`config.mk`:
```
export PLATFORM = sky130hd
export DESIGN_NAME = laser_echo_emulator_flat
export DESIGN_NICKNAME = d
export VERILOG_FILES = /design/src/rtl/laser_echo_emulator_if.sv /design/src/rtl/laser_echo_emulator.sv /design/src/flat_wrapper.sv
export SDC_FILE = /design/constraint.sdc
export NUM_CORES = 1
export LEC_CHECK = 0
export ABC_AREA = 1
export CORE_MARGIN = 4
export CORE_UTILIZATION = 50
export CTS_CLUSTER_DIAMETER = 100
export DETAILED_ROUTE_END_ITERATION = 12
export PLACE_DENSITY = 0.75
export SYNTH_ARGS = -nofsm -noshare
export SYNTH_HDL_FRONTEND = slang
export SYNTH_SLANG_ARGS = --single-unit
```
`constraint.sdc`:
```
create_clock -name sys_clk -period 2 [get_ports sys_clk]
set_input_delay 0.2 -clock sys_clk [delete_from_list [all_inputs] [get_ports sys_clk]]
set_output_delay 0.2 -clock sys_clk [all_outputs]
set_load 0.02 [all_outputs]
```
`src/rtl/laser_echo_emulator_if.sv`:
```
`default_nettype none
// ============================================================================
// Module      : laser_echo_emulator_if
// Description : Link bundle between the laser distance measurer and the echo
//               emulator (distance setting, laser strobe, sensor pulse and
//               status outputs).
// Revision    : 1.0  initial release
// ============================================================================
interface laser_echo_emulator_if #(
    parameter int DIST_W = 12,
    parameter int CNT_W  = 16
);
    logic [DIST_W-1:0] dist_set;
    logic              L;
    logic              S;
    logic              busy;
    logic [CNT_W-1:0]  echo_cnt;
    logic              miss;

    // Measurer / bench side: sets the distance, fires the laser.
    modport master (
        output dist_set,
        output L,
        input  S,
        input  busy,
        input  echo_cnt,
        input  miss
    );

    // Emulator side: answers with the reflected pulse.
    modport slave (
        input  dist_set,
        input  L,
        output S,
        output busy,
        output echo_cnt,
        output miss
    );
endinterface
`default_nettype wire

```
`src/rtl/laser_echo_emulator.sv`:
```
`default_nettype none
// ============================================================================
// Module      : laser_echo_emulator
// Description : Target-side model of the laser distance link. Answers each
//               accepted rise of the laser strobe L with a sensor pulse S
//               after a round trip of 2*dist_set distance ticks.
//               Optional macro ECHO_JITTER_EN adds +/-1 tick range noise
//               from an 8-bit LFSR.
// Revision    : 1.0  initial release
// ============================================================================
module laser_echo_emulator #(
    parameter int DIST_W   = 12,
    parameter int TICK_DIV = 1,
    parameter int ECHO_LEN = 1,
    parameter int CNT_W    = 16
) (
    input  wire                  sys_clk,
    input  wire                  reset,
    laser_echo_emulator_if.slave bus
);

    localparam int c_pre_w = (TICK_DIV > 1) ? $clog2(TICK_DIV) : 1;
    localparam int c_len_w = (ECHO_LEN > 1) ? $clog2(ECHO_LEN) : 1;
    localparam int c_dly_w = DIST_W + 1;

    localparam logic [c_pre_w-1:0] c_pre_last = c_pre_w'(TICK_DIV - 1);
    localparam logic [c_len_w-1:0] c_len_last = c_len_w'(ECHO_LEN - 1);
    // The rise cycle itself is tick phase 0, so the prescaler resumes at
    // phase 1 (wrapping to 0 when every cycle is a tick). With one tick per
    // cycle the rise cycle already counts as the first tick of the delay.
    localparam logic [c_pre_w-1:0] c_pre_after_rise = c_pre_w'((TICK_DIV == 1) ? 0 : 1);
    localparam bit                 c_rise_is_tick   = (TICK_DIV == 1);

    typedef enum logic [1:0] {
        ST_IDLE    = 2'd0,
        ST_WAIT    = 2'd1,
        ST_ECHO    = 2'd2,
        ST_HOLDOFF = 2'd3
    } state_t;

    state_t             r_state;
    state_t             w_state_nxt;
    logic               r_l_d;
    logic [c_pre_w-1:0] r_presc;
    logic [c_pre_w-1:0] w_presc_nxt;
    logic [c_dly_w-1:0] r_dly;
    logic [c_dly_w-1:0] w_dly_nxt;
    logic [c_len_w-1:0] r_len;
    logic [c_len_w-1:0] w_len_nxt;
    logic               r_s;
    logic               w_s_nxt;
    logic               r_busy;
    logic               w_busy_nxt;
    logic               r_miss;
    logic               w_miss_nxt;
    logic [CNT_W-1:0]   r_echo_cnt;
    logic [CNT_W-1:0]   w_echo_cnt_nxt;

    logic               w_rise;
    logic               w_tick;
    logic [c_dly_w-1:0] w_dly_base;
    logic [c_dly_w-1:0] w_dly_total;
    logic [c_dly_w-1:0] w_dly_load;

    assign w_rise     = bus.L & ~r_l_d;
    assign w_tick     = (TICK_DIV == 1) ? 1'b1 : (r_presc == c_pre_last);
    assign w_dly_base = {bus.dist_set, 1'b0};

`ifdef ECHO_JITTER_EN
    logic [7:0] r_lfsr;
    logic       w_lfsr_fb;

    assign w_lfsr_fb = r_lfsr[7] ^ r_lfsr[5] ^ r_lfsr[4] ^ r_lfsr[3];

    // Free-running range-noise source, advances every cycle.
    always_ff @(posedge sys_clk or negedge reset) begin
        if (!reset) begin
            r_lfsr <= 8'hA5;
        end else begin
            r_lfsr <= {r_lfsr[6:0], w_lfsr_fb};
        end
    end

    // Offset -1/0/0/+1 tick; never shorten the round trip below 2 ticks.
    always_comb begin
        w_dly_total = w_dly_base;
        case (r_lfsr[1:0])
            2'b00: begin
                if (w_dly_base > c_dly_w'(2)) begin
                    w_dly_total = w_dly_base - c_dly_w'(1);
                end
            end
            2'b11:   w_dly_total = w_dly_base + c_dly_w'(1);
            default: w_dly_total = w_dly_base;
        endcase
    end
`else
    assign w_dly_total = w_dly_base;
`endif

    assign w_dly_load = c_rise_is_tick ? (w_dly_total - c_dly_w'(1)) : w_dly_total;

    // Next-state and next-output decode for the echo sequencer.
    always_comb begin
        w_state_nxt    = r_state;
        w_presc_nxt    = w_tick ? '0 : (r_presc + c_pre_w'(1));
        w_dly_nxt      = r_dly;
        w_len_nxt      = r_len;
        w_s_nxt        = r_s;
        w_busy_nxt     = r_busy;
        w_miss_nxt     = 1'b0;
        w_echo_cnt_nxt = r_echo_cnt;

        case (r_state)
            ST_IDLE: begin
                if (w_rise) begin
                    if (bus.dist_set != '0) begin
                        w_state_nxt = ST_WAIT;
                        w_dly_nxt   = w_dly_load;
                        w_presc_nxt = c_pre_after_rise;
                        w_busy_nxt  = 1'b1;
                    end else begin
                        w_miss_nxt  = 1'b1;
                    end
                end
            end
            ST_WAIT: begin
                if (w_tick) begin
                    if (r_dly == c_dly_w'(1)) begin
                        w_state_nxt = ST_ECHO;
                        w_dly_nxt   = '0;
                        w_len_nxt   = '0;
                        w_s_nxt     = 1'b1;
                    end else begin
                        w_dly_nxt   = r_dly - c_dly_w'(1);
                    end
                end
            end
            ST_ECHO: begin
                if (w_tick) begin
                    if (r_len == c_len_last) begin
                        w_state_nxt    = ST_HOLDOFF;
                        w_s_nxt        = 1'b0;
                        w_echo_cnt_nxt = r_echo_cnt + CNT_W'(1);
                    end else begin
                        w_len_nxt      = r_len + c_len_w'(1);
                    end
                end
            end
            ST_HOLDOFF: begin
                // Re-arm only once the strobe is released.
                if (!bus.L) begin
                    w_state_nxt = ST_IDLE;
                    w_busy_nxt  = 1'b0;
                end
            end
            default: begin
                w_state_nxt = ST_IDLE;
                w_s_nxt     = 1'b0;
                w_busy_nxt  = 1'b0;
            end
        endcase
    end

    // State and datapath registers; reset drops S at once.
    always_ff @(posedge sys_clk or negedge reset) begin
        if (!reset) begin
            r_state    <= ST_IDLE;
            r_l_d      <= 1'b0;
            r_presc    <= '0;
            r_dly      <= '0;
            r_len      <= '0;
            r_s        <= 1'b0;
            r_busy     <= 1'b0;
            r_miss     <= 1'b0;
            r_echo_cnt <= '0;
        end else begin
            r_state    <= w_state_nxt;
            r_l_d      <= bus.L;
            r_presc    <= w_presc_nxt;
            r_dly      <= w_dly_nxt;
            r_len      <= w_len_nxt;
            r_s        <= w_s_nxt;
            r_busy     <= w_busy_nxt;
            r_miss     <= w_miss_nxt;
            r_echo_cnt <= w_echo_cnt_nxt;
        end
    end

    assign bus.S        = r_s;
    assign bus.busy     = r_busy;
    assign bus.miss     = r_miss;
    assign bus.echo_cnt = r_echo_cnt;

endmodule
`default_nettype wire

```
`src/flat_wrapper.sv`:
```
// flat-port wrapper written by rule: the top's interface ports become plain ports
module laser_echo_emulator_flat 
#(
    parameter int DIST_W   = 12,
    parameter int TICK_DIV = 1,
    parameter int ECHO_LEN = 1,
    parameter int CNT_W    = 16
)
  (sys_clk, reset, bus_dist_set, bus_L, bus_S, bus_busy, bus_echo_cnt, bus_miss);
  laser_echo_emulator_if #(.DIST_W(DIST_W), .CNT_W(CNT_W)) bus_i ();
  input  wire sys_clk;
  input  wire reset;
  input wire logic [$bits(bus_i.dist_set)-1:0] bus_dist_set;
  input wire logic [$bits(bus_i.L)-1:0] bus_L;
  output wire logic [$bits(bus_i.S)-1:0] bus_S;
  output wire logic [$bits(bus_i.busy)-1:0] bus_busy;
  output wire logic [$bits(bus_i.echo_cnt)-1:0] bus_echo_cnt;
  output wire logic [$bits(bus_i.miss)-1:0] bus_miss;
  assign bus_i.dist_set = bus_dist_set;
  assign bus_i.L = bus_L;
  assign bus_S = bus_i.S;
  assign bus_busy = bus_i.busy;
  assign bus_echo_cnt = bus_i.echo_cnt;
  assign bus_miss = bus_i.miss;
  laser_echo_emulator #(.DIST_W(DIST_W), .TICK_DIV(TICK_DIV), .ECHO_LEN(ECHO_LEN), .CNT_W(CNT_W)) u_core (.sys_clk(sys_clk), .reset(reset), .bus(bus_i));
endmodule
```
==> results of run 1 <==
worst max-delay path by stage:
stage / slack [ns] / startpoint / endpoint / depth (start not counted)
5_1_grt: 0.18 / u_core.r_state[0] / u_core.bus.echo_cnt[10] / 7
6_report: 0.36 / u_core.r_state[0] / u_core.bus.echo_cnt[15] / 8
2_1_floorplan: 0.47 / u_core.r_state[0] / u_core.bus.echo_cnt[13] / 9
3_5_place_dp: 0.16 / bus_dist_set[0] / u_core.r_dly[12] / 11
3_3_place_gp: 0.23 / bus_dist_set[0] / u_core.r_dly[7] / 11
4_1_cts: 0.35 / u_core.r_state[0] / u_core.bus.echo_cnt[15] / 8
layout by cell type (no fill, tap or decap), types with 4 or more instances in the layout:
cell type	netlist	final
ha_1	9	9
nor2_1	32	32
inv_1	29	29
nor2_2	9	9
clkdlybuf4s50_1	0	33
nor2_4	4	4
xor2_1	14	14
nand3_1	20	20
nand2_2	4	4
clkbuf_8	0	6
o21ai_0	7	7
o21ai_1	4	4
nand2_1	98	98
xnor2_1	11	11
buf_4	2	4
dfrtp_1	35	35
cell usage after synthesis (3+ instances only):
master,n,area share (%)
o21ai_1,4,0.88
xor2_1,14,5.4
nand2_1,98,16
xnor2_1,11,4.3
inv_1,29,4.8
ha_1,9,5.0
o21ai_0,7,1.5
nor2_1,32,5.3
nor2_2,9,2.5
nand3_1,20,4.4
nor2_4,4,2.0
dfrtp_1,35,39
nand2_2,4,1.1
inv_2,3,0.50
per-stage QoR:
stage               hold WS, ns  setup WS, ns  std cells  util, %
floorplan              -0.09559        0.4665        299        -
global placement         0.4288        0.2282        384    61.03
detailed placement       0.4185        0.1554        384    61.03
CTS                      0.3526        0.3470        392    63.74
global route             0.3715        0.1777        392    63.74
finish                   0.3232        0.3640        392    63.74
registers in the layout (all words and copies together), names as in the netlist:
| name | count |
|---|---|
| u_core.bus.echo_cnt | 16 |
| u_core.r_dly | 13 |
| u_core.r_state | 2 |
| u_core.bus.S | 1 |
| u_core.bus.busy | 1 |
| u_core.bus.miss | 1 |
| u_core.r_l_d | 1 |
logic make-up (layout without fill, tap and decap cells):
logic type      count (synthesis)  count (layout)  synth area share [%]
xor+xnor                       25              25                 9.674
flops                          35              35                 38.70
simple gates                  174             174                 34.38
buf+inv                        37              78                 6.965
mux                             1               1                0.4975
compound gates                 18              18                 4.810
fa+ha+maj                       9               9                 4.975
final cells by class:
type	count	area, um2
fill	382	1579
multi-input combinational	227	1230
sequential	35	875.8
timing repair buffer	37	360.3
inverter	33	126.4
clock buffer	6	82.58
tap	52	65.06
clock inverter	2	35.03
routing by layer:
| layer | part of all wire, % | vias up | track usage, % |
|---|---|---|---|
| met5 | 0 | - | 0 |
| met4 | 1.3 | 0 | 4.078 |
| met3 | 2.0 | 7 | 4.005 |
| met2 | 48 | 21 | 28.76 |
| met1 | 48 | 871 | 24.66 |
| li1 | - | 1003 | - |
critical path: cells and delay by family (launching register included):
family	cells	cell delay, ns
AND/OR/NAND/NOR	5	0.64
flip-flops	1	0.42
adder cells (fa/ha/maj)	1	0.24
XOR/XNOR	1	0.12
buffers and inverters	1	0.10
power by group:
part           leakage [nW]  switching (mW)  internal [mW]
registers             0.451           0.236          0.933
logic                 0.863            1.04          0.688
clock network        0.0612           0.253          0.403
==> metrics.txt, run 1 <==
outcome finished clean; final RePlAce weighted congestion 0.8356; Required @ worst endpoint 2.17 ns; total gr overflow 0; final setup violation count 0; clk buf depth 2; setup tns final 0 ns; worst-path maximum fanout 4; post-placement cell area 0.002658 mm2; Worst R2R Path Depth 8; Remaining DRCs 0; share of cells above drive strength 1 11.47%; clk sink count 35; crit end category register; Die Span X 75.28 um; antenna-violating nets left 0; number of vias per cell 4.852; final period utilization 81.80%; Die Y-Extent 75.28 um; Total Routed Length 4.435 mm; Tot GR Track Use 17.87%; post-synthesis sequential area ratio 38.70%; LEAKAGE 1.375 nW; cts bufs inserted 5; syn_area_per_cell 7.570 um2; largest net degree at the start of global routing 36; r2r setup slk 0.36 ns; synth unique cells 29; reg-to-reg endpoint u_core.bus.echo_cnt[15]; Top FF cell, synth dfrtp_1; PD cells 1279 mW/mm2; CP Class register to register; Final Hold Viols 0; std cell rows 24; slowest cell delay on critical path 0.42 ns; CP cell instances inv_1, ha_1, nand4_2, nor2_2, nand2_2, nor2_4, nand2_1, xnor2_1; clock latency on the worst-skew pair 0.28 ns; Final Slew Violations 0; Area growth syn-to-layout 22.61%; core box area 0.004354 mm2; # Post-CTS Setup Buffers 0; fin area 0.002775 mm2; unrepaired setup endpoints after global routing false; drt first pass iters 4; Synth Register Bits 35; antenna cells 0; input/output buffers 33; worst-margin pin slew 0.4395 ns; DP Wirelength 3.461 mm; Fin Clk Skew 0.004592 ns; global-route wire length before repair 7.755 mm; CP max-delay cell dfrtp_1; EDFF count, synth 0; Worst Path Arrival 1.80 ns; via count 1902; maximum clock rate 611.3 MHz; crit path time final 1.636 ns; Root Driver clkbuf_8; cells after synthesis 299; Async SR Flop Fraction 100.0%; average wire per standard cell 11.31 um; Ports 34; number of nets in the layout 363; vias in the first global route 1782; Cell Area, Synth 0.002263 mm2; CTS clk-pin slew, worst paths 0.07 ns; Worst setup SP type register; post_cts resized 0; Peak supply drop 907.4 uV; relative slew slack 70.70%; yosys warns 0; initial DRC count 78; Hold Crit Class input pin to async pin; max_cap viols 0; CTS tree built; Initial Util 51.98%; htree depth 2; Die Area 0.005667 mm2; initial antenna violation count 0; CTS Hold Buffers Added 0; Mapped Nets 323; r2r startpoint u_core.r_state[0]; Final Power 3.549 mW
Power figures use the tool's default switching activity.
==> run 2: changes to the inputs <==
--- a/config.mk
+++ b/config.mk
@@ -7,10 +7,10 @@
 export LEC_CHECK = 0
 export ABC_AREA = 1
 export CORE_MARGIN = 4
-export CORE_UTILIZATION = 50
+export CORE_UTILIZATION = 49
 export CTS_CLUSTER_DIAMETER = 100
 export DETAILED_ROUTE_END_ITERATION = 12
-export PLACE_DENSITY = 0.75
+export PLACE_DENSITY = 0.76
 export SYNTH_ARGS = -nofsm -noshare
 export SYNTH_HDL_FRONTEND = slang
 export SYNTH_SLANG_ARGS = --single-unit
==> constraint.sdc (replaced) <==
create_clock -name sys_clk -period 1.5 [get_ports sys_clk]
set_input_delay 0.15 -clock sys_clk [delete_from_list [all_inputs] [get_ports sys_clk]]
set_output_delay 0.15 -clock sys_clk [all_outputs]
set_load 0.02 [all_outputs]
==> run 2 against run 1 <==
Design area is 15% higher. Non-clock buffer count is 36 higher. Sequential share of layout area is 4.0 points lower. Critical endpoint is now u_core.r_dly[5]. Hold slack worse by 0.098 ns. Final cell count is 9.4% higher. Largest cell class unchanged. Highest routed layer unchanged. Utilization is 8.3 points higher. Count of clock-buffer cells in the layout stayed put. Via count is 12% higher. First-iteration DRC count is 29% higher. Global-route usage is 0.86 points higher.
==> metrics.txt, run 2 (synthesis results as in run 1) <==
outcome finished clean (unchanged); total gr overflow 0 (unchanged); largest net degree at the start of global routing 36 (unchanged); Required @ worst endpoint 1.69 ns (was 2.17 ns); Remaining DRCs 0 (unchanged); initial antenna violation count 0 (unchanged); leading cell type in the layout, fill and taps excluded nand2_1 (unchanged); drt first pass iters 4 (unchanged); clk buf depth 2 (unchanged); Non-Filler Instances 429 (was 392); CP Class register to register (unchanged); Worst setup SP type register (unchanged); htree depth 2 (unchanged); std cell rows 24 (unchanged); final setup violation count 0 (unchanged); r2r startpoint u_core.r_dly[1] (was u_core.r_state[0]); Final Power 5.244 mW (was 3.549 mW); max_cap viols 0 (unchanged); vias in the first global route 2132 (was 1782); Inst Count DP 414 (was 384); Ports 34 (unchanged); antenna cells 0 (unchanged); CTS Hold Buffers Added 0 (unchanged); antenna-violating nets left 0 (unchanged); Initial Util 51.28% (was 51.98%); most frequent cells in the layout 91 x nand2_1, 36 x buf_4, 35 x dfrtp_1 (was 98 x nand2_1, 35 x dfrtp_1, 33 x clkdlybuf4s50_1); final RePlAce weighted congestion 0.9046 (was 0.8356); Area growth syn-to-layout 40.57% (was 22.61%); number of vias per cell 4.977 (was 4.852); clock latency on the worst-skew pair 0.29 ns (was 0.28 ns); max reg flops 16 (unchanged); final period utilization 99.73% (was 81.80%); number of nets in the layout 400 (was 363); Fin Clk Skew 0.005261 ns (was 0.004592 ns); PD cells 1648 mW/mm2 (was 1279 mW/mm2); CTS clk-pin slew, worst paths 0.07 ns (about the same); Final Hold Viols 0 (unchanged); global-route wire length before repair 8.928 mm (was 7.755 mm); Peak supply drop 1518 uV (was 907.4 uV); crit path from u_core.r_dly[1] (was u_core.r_state[0]); post-route setup slack 0.003975 ns (was 0.3640 ns); Die Y-Extent 75.97 um (was 75.28 um); cts bufs inserted 5 (unchanged); input/output buffers 33 (unchanged); worst slack, placed -0.2066 ns (was 0.1554 ns); Die Area 0.005771 mm2 (was 0.005667 mm2); Root Driver clkbuf_8 (unchanged); worst-path maximum fanout 5 (was 4); worst-margin pin slew 0.2471 ns (was 0.4395 ns); Tot GR Track Use 18.74% (was 17.87%); via count 2135 (was 1902); CTS tree built (unchanged); LEAKAGE 1.688 nW (was 1.375 nW); crit end category register (unchanged); initial DRC count 101 (was 78); maximum clock rate 668.4 MHz (was 611.3 MHz); unrepaired setup endpoints after global routing true (was false); DP Wirelength 3.896 mm (was 3.461 mm); Total Routed Length 5.320 mm (was 4.435 mm); clk sink count 35 (unchanged); Die Span X 75.97 um (was 75.28 um); Worst R2R Path Depth 9 (was 8); average wire per standard cell 12.40 um (was 11.31 um); crit path time final 1.496 ns (was 1.636 ns); Hold Crit Class input pin to async pin (unchanged); Worst Path Arrival 1.69 ns (was 1.80 ns); relative slew slack 83.35% (was 70.70%); Final Slew Violations 0 (unchanged); share of cells above drive strength 1 25.73% (was 11.47%); core box area 0.004414 mm2 (was 0.004354 mm2)
[run 2: cell types whose count changed in the layout (fill, tap and decap cells not counted), sizes merged]
| cell | before | now |
|---|---|---|
| a21oi | 3 | 4 |
| bufinv | 1 | 0 |
| dlymetal6s2s | 0 | 7 |
| buf | 4 | 40 |
| clkdlybuf4s50 | 33 | 21 |
| dlygate4sd2 | 0 | 5 |
| clkinvlp | 0 | 1 |
[run 2: critical path: stages (launching register included)]
cell and delay, ns:
dfrtp_1 0.40, inv_1 0.09, ha_1 0.16, nand2_2 0.10, nor2_2 0.14, nand2_1 0.10
nand2_2 0.15, o21ai_0 0.12, nand2_1 0.08, nand2_1 0.05
[run 2: layout make-up]
type	count	area, um2
multi-input cells	228	1364
repair buffers	73	665.6
flip-flops and latches	35	875.8
inverters	33	126.4
well taps	52	65.06
clock inverters	2	12.51
fillers	342	1232
clock buffers	6	72.57
[run 2: worst paths after layout]
kind / endpoint / slack (ns)
max in group asynchronous: u_core.bus.echo_cnt[10] / 1.09
worst min-delay path: u_core.r_dly[3] / 0.23
worst max register to register: u_core.r_dly[5] / 0.004
worst min register to register: u_core.bus.miss / 0.45
min in group sys_clk: u_core.bus.miss / 0.44
worst max-delay path: u_core.r_dly[5] / 0.004
[run 2: metrics by stage]
| step | utilization (%) | hold slack, ns | cell area (um2) | setup TNS (ns) |
|---|---|---|---|---|
| floorplan | - | -0.1456 | 2281 | -0.01254 |
| global placement | 65.90 | 0.4149 | 2909 | -2.613 |
| detailed placement | 65.90 | 0.4320 | 2909 | -3.246 |
| CTS | 68.14 | 0.2385 | 3008 | 0 |
| global route | 72.08 | 0.2420 | 3182 | -1.273 |
| finish | 72.08 | 0.2253 | 3182 | 0 |
[run 2: routing by layer]
layer | up-vias | routed length, um | global-route usage, %
met2 | 40 | 2697 | 32.53
met3 | 10 | 218 | 4.502
met5 | - | 0 | 0
li1 | 1083 | - | -
met1 | 1002 | 2294 | 22.74
met4 | 0 | 109 | 5.694
[run 2: what timing repair did]
action	4_1_cts	5_1_grt
endpoints found under the hold margin	0	0
pin swaps	1	13
setup buffers	0	6
gates resized for setup	11	36
gates cloned	0	1
endpoints found under the setup margin	13	30
[run 2: power breakdown]
| group | leakage, nW | switching, mW | internal, mW | total [mW] |
|---|---|---|---|---|
| logic | 1.20 | 1.68 | 1.30 | 2.98 |
| registers | 0.450 | 0.330 | 1.24 | 1.57 |
| clock network | 0.0412 | 0.365 | 0.325 | 0.690 |
| total | 1.69 | 2.38 | 2.87 | 5.24 |
==> run 3: changes to the inputs <==
--- a/config.mk
+++ b/config.mk
@@ -11,6 +11,7 @@
 export CTS_CLUSTER_DIAMETER = 100
 export DETAILED_ROUTE_END_ITERATION = 12
 export PLACE_DENSITY = 0.76
+export RECOVER_POWER = 100
 export SYNTH_ARGS = -nofsm -noshare
 export SYNTH_HDL_FRONTEND = slang
 export SYNTH_SLANG_ARGS = --single-unit
==> run 3 against run 2 <==
Combinational power about the same. Sequential cell count unchanged. Critical path depth unchanged. Routed wire length down 0.68%. Fmax about the same. Sequential power about the same. Via count down 1.1%. Register-to-register slack about the same. Critical path type unchanged.
==> metrics.txt, run 3 (synthesis results as in run 1) <==
via count 2111 (was 2135); vias in the first global route 2132 (unchanged); PD cells 1680 mW/mm2 (was 1648 mW/mm2); post-route setup slack 0.005043 ns (was 0.003975 ns); largest net degree at the start of global routing 36 (unchanged); met2 GRT Util 32.53% (unchanged); core box area 0.004414 mm2 (unchanged); Required @ worst endpoint 1.68 ns (was 1.69 ns); global-route wire length before repair 8.928 mm (unchanged); CTS Hold Buffers Added 0 (unchanged); fin area 0.003105 mm2 (was 0.003182 mm2); met3 Use GR 4.502% (unchanged); Final Hold Viols 0 (unchanged); clk buf depth 2 (unchanged); grt met1 use 22.74% (unchanged); fillers 355 (was 342); final period utilization 99.66% (was 99.73%); worst-margin pin slew 0.8939 ns (was 0.2471 ns); initial DRC count 98 (was 101); clock latency on the worst-skew pair 0.29 ns (about the same); Die Area 0.005771 mm2 (unchanged); number of nets in the layout 400 (unchanged); max_cap viols 0 (unchanged); initial antenna violation count 0 (unchanged); most frequent cells in the layout 91 x nand2_1, 36 x buf_4, 35 x dfrtp_1 (unchanged); htree depth 2 (unchanged); crit path time final 1.495 ns (was 1.496 ns); leading cell type in the layout, fill and taps excluded nand2_1 (unchanged); Tot GR Track Use 18.74% (unchanged); number of vias per cell 4.921 (was 4.977); Die Span X 75.97 um (unchanged); cts bufs inserted 5 (unchanged); relative slew slack 40.40% (was 83.35%); Ports 34 (unchanged); maximum clock rate 668.9 MHz (was 668.4 MHz); unrepaired setup endpoints after global routing true (unchanged); share of cells above drive strength 1 25.73% (unchanged); CTS tree built (unchanged); Hold Crit Class register to register (was input pin to async pin); outcome finished clean (unchanged); DP Wirelength 3.896 mm (unchanged); max reg flops 16 (unchanged); Non-Filler Instances 429 (unchanged); Die Y-Extent 75.97 um (unchanged); input/output buffers 33 (unchanged); final setup violation count 0 (unchanged); worst-path maximum fanout 5 (unchanged); CTS clk-pin slew, worst paths 0.08 ns (was 0.07 ns); average wire per standard cell 12.32 um (was 12.40 um); LEAKAGE 1.539 nW (was 1.688 nW); antenna cells 0 (unchanged); Worst Path Arrival 1.68 ns (was 1.69 ns); hold_ws 0.4471 ns (was 0.2253 ns); total gr overflow 0 (unchanged); Total Routed Length 5.284 mm (was 5.320 mm); gr busiest metal met2 (unchanged); Initial Util 51.28% (unchanged); Worst setup SP type register (unchanged); drt first pass iters 4 (unchanged); Root Driver clkbuf_8 (unchanged); Peak supply drop 1520 uV (was 1518 uV); clk sink count 35 (unchanged); std cell rows 24 (unchanged); Inst Count DP 414 (unchanged); Fin Clk Skew 0.006091 ns (was 0.005261 ns); antenna-violating nets left 0 (unchanged); Remaining DRCs 0 (unchanged); CP Class register to register (unchanged); Final Slew Violations 0 (unchanged); crit end category register (unchanged); Core Util, Final 70.35% (was 72.08%); final RePlAce weighted congestion 0.9046 (unchanged); worst slack, placed -0.2066 ns (unchanged); post-placement cell area 0.002909 mm2 (unchanged); Area growth syn-to-layout 37.20% (was 40.57%)
## run 3: cell count changes in the layout (fill, tap and decap cells not counted)
| cell | change |
|---|---|
| buf_12 | -1 |
| clkbuf_1 | +7 |
| clkbuf_2 | +1 |
| clkdlybuf4s50_1 | -2 |
| dlygate4sd3_1 | +2 |
| dlymetal6s2s_1 | -7 |
## run 3: what timing repair did
item	4_1_cts	5_1_grt
cloned	0	1
resized for setup	11	36
buffers inserted	0	6
setup endpoints to repair	13	30
pin swaps	1	13
## run 3: final timing paths
path                                  from                 endpoint  slack (ns)  depth (start not counted)
setup reg to reg           u_core.r_dly[1]          u_core.r_dly[5]       0.005                          9
min in group asynchronous            reset         u_core.r_dly[11]        0.52                          2
setup / recovery           u_core.r_dly[1]          u_core.r_dly[5]       0.005                          9
hold / removal                u_core.r_l_d          u_core.bus.miss        0.45                          1
hold reg to reg               u_core.r_l_d          u_core.bus.miss        0.45                          1
max in group asynchronous            reset  u_core.bus.echo_cnt[12]        0.42                          2
## run 3: cell type report
cell class              count  area, um2  area share, %
inverters                  33      126.4          4.069
flip-flops and latches     35      875.8          28.20
repair buffers             73      589.3          18.98
clock buffers               6      72.57          2.337
multi-input cells         228       1364          43.92
clock inverters             2      12.51         0.4029
well taps                  52      65.06          2.095
## run 3: routing by layer
layer  share of wire (%)  vias up
li1                    -     1083
met1                  44      984
met2                  51       34
met3                 3.0       10
met4                 2.0        0
met5                   0        -
## run 3: power breakdown
part	leakage [nW]	internal [mW]	total [mW]	switching, mW
Sequential	0.450	1.24	1.57	0.328
Combinational	1.05	1.28	2.96	1.68
Clock	0.0412	0.325	0.683	0.359
Total	1.54	2.85	5.22	2.37
## run 3: worst max-delay path, stage by stage (launching register included)
cell and delay, ns:
dfrtp_1 0.40, inv_1 0.09, ha_1 0.16, nand2_2 0.10, nor2_2 0.14, nand2_1 0.10, nand2_2 0.14, o21ai_0 0.12
nand2_1 0.08, nand2_1 0.05
## run 3: metrics by stage
| step | setup TNS [ns] | power, mW |
|---|---|---|
| 2_1_floorplan | -0.01254 | 3.307 |
| 3_3_place_gp | -2.613 | 4.106 |
| 3_5_place_dp | -3.246 | 4.197 |
| 4_1_cts | 0 | 4.904 |
| 5_1_grt | -1.273 | 5.731 |
| 6_report | 0 | 5.216 |
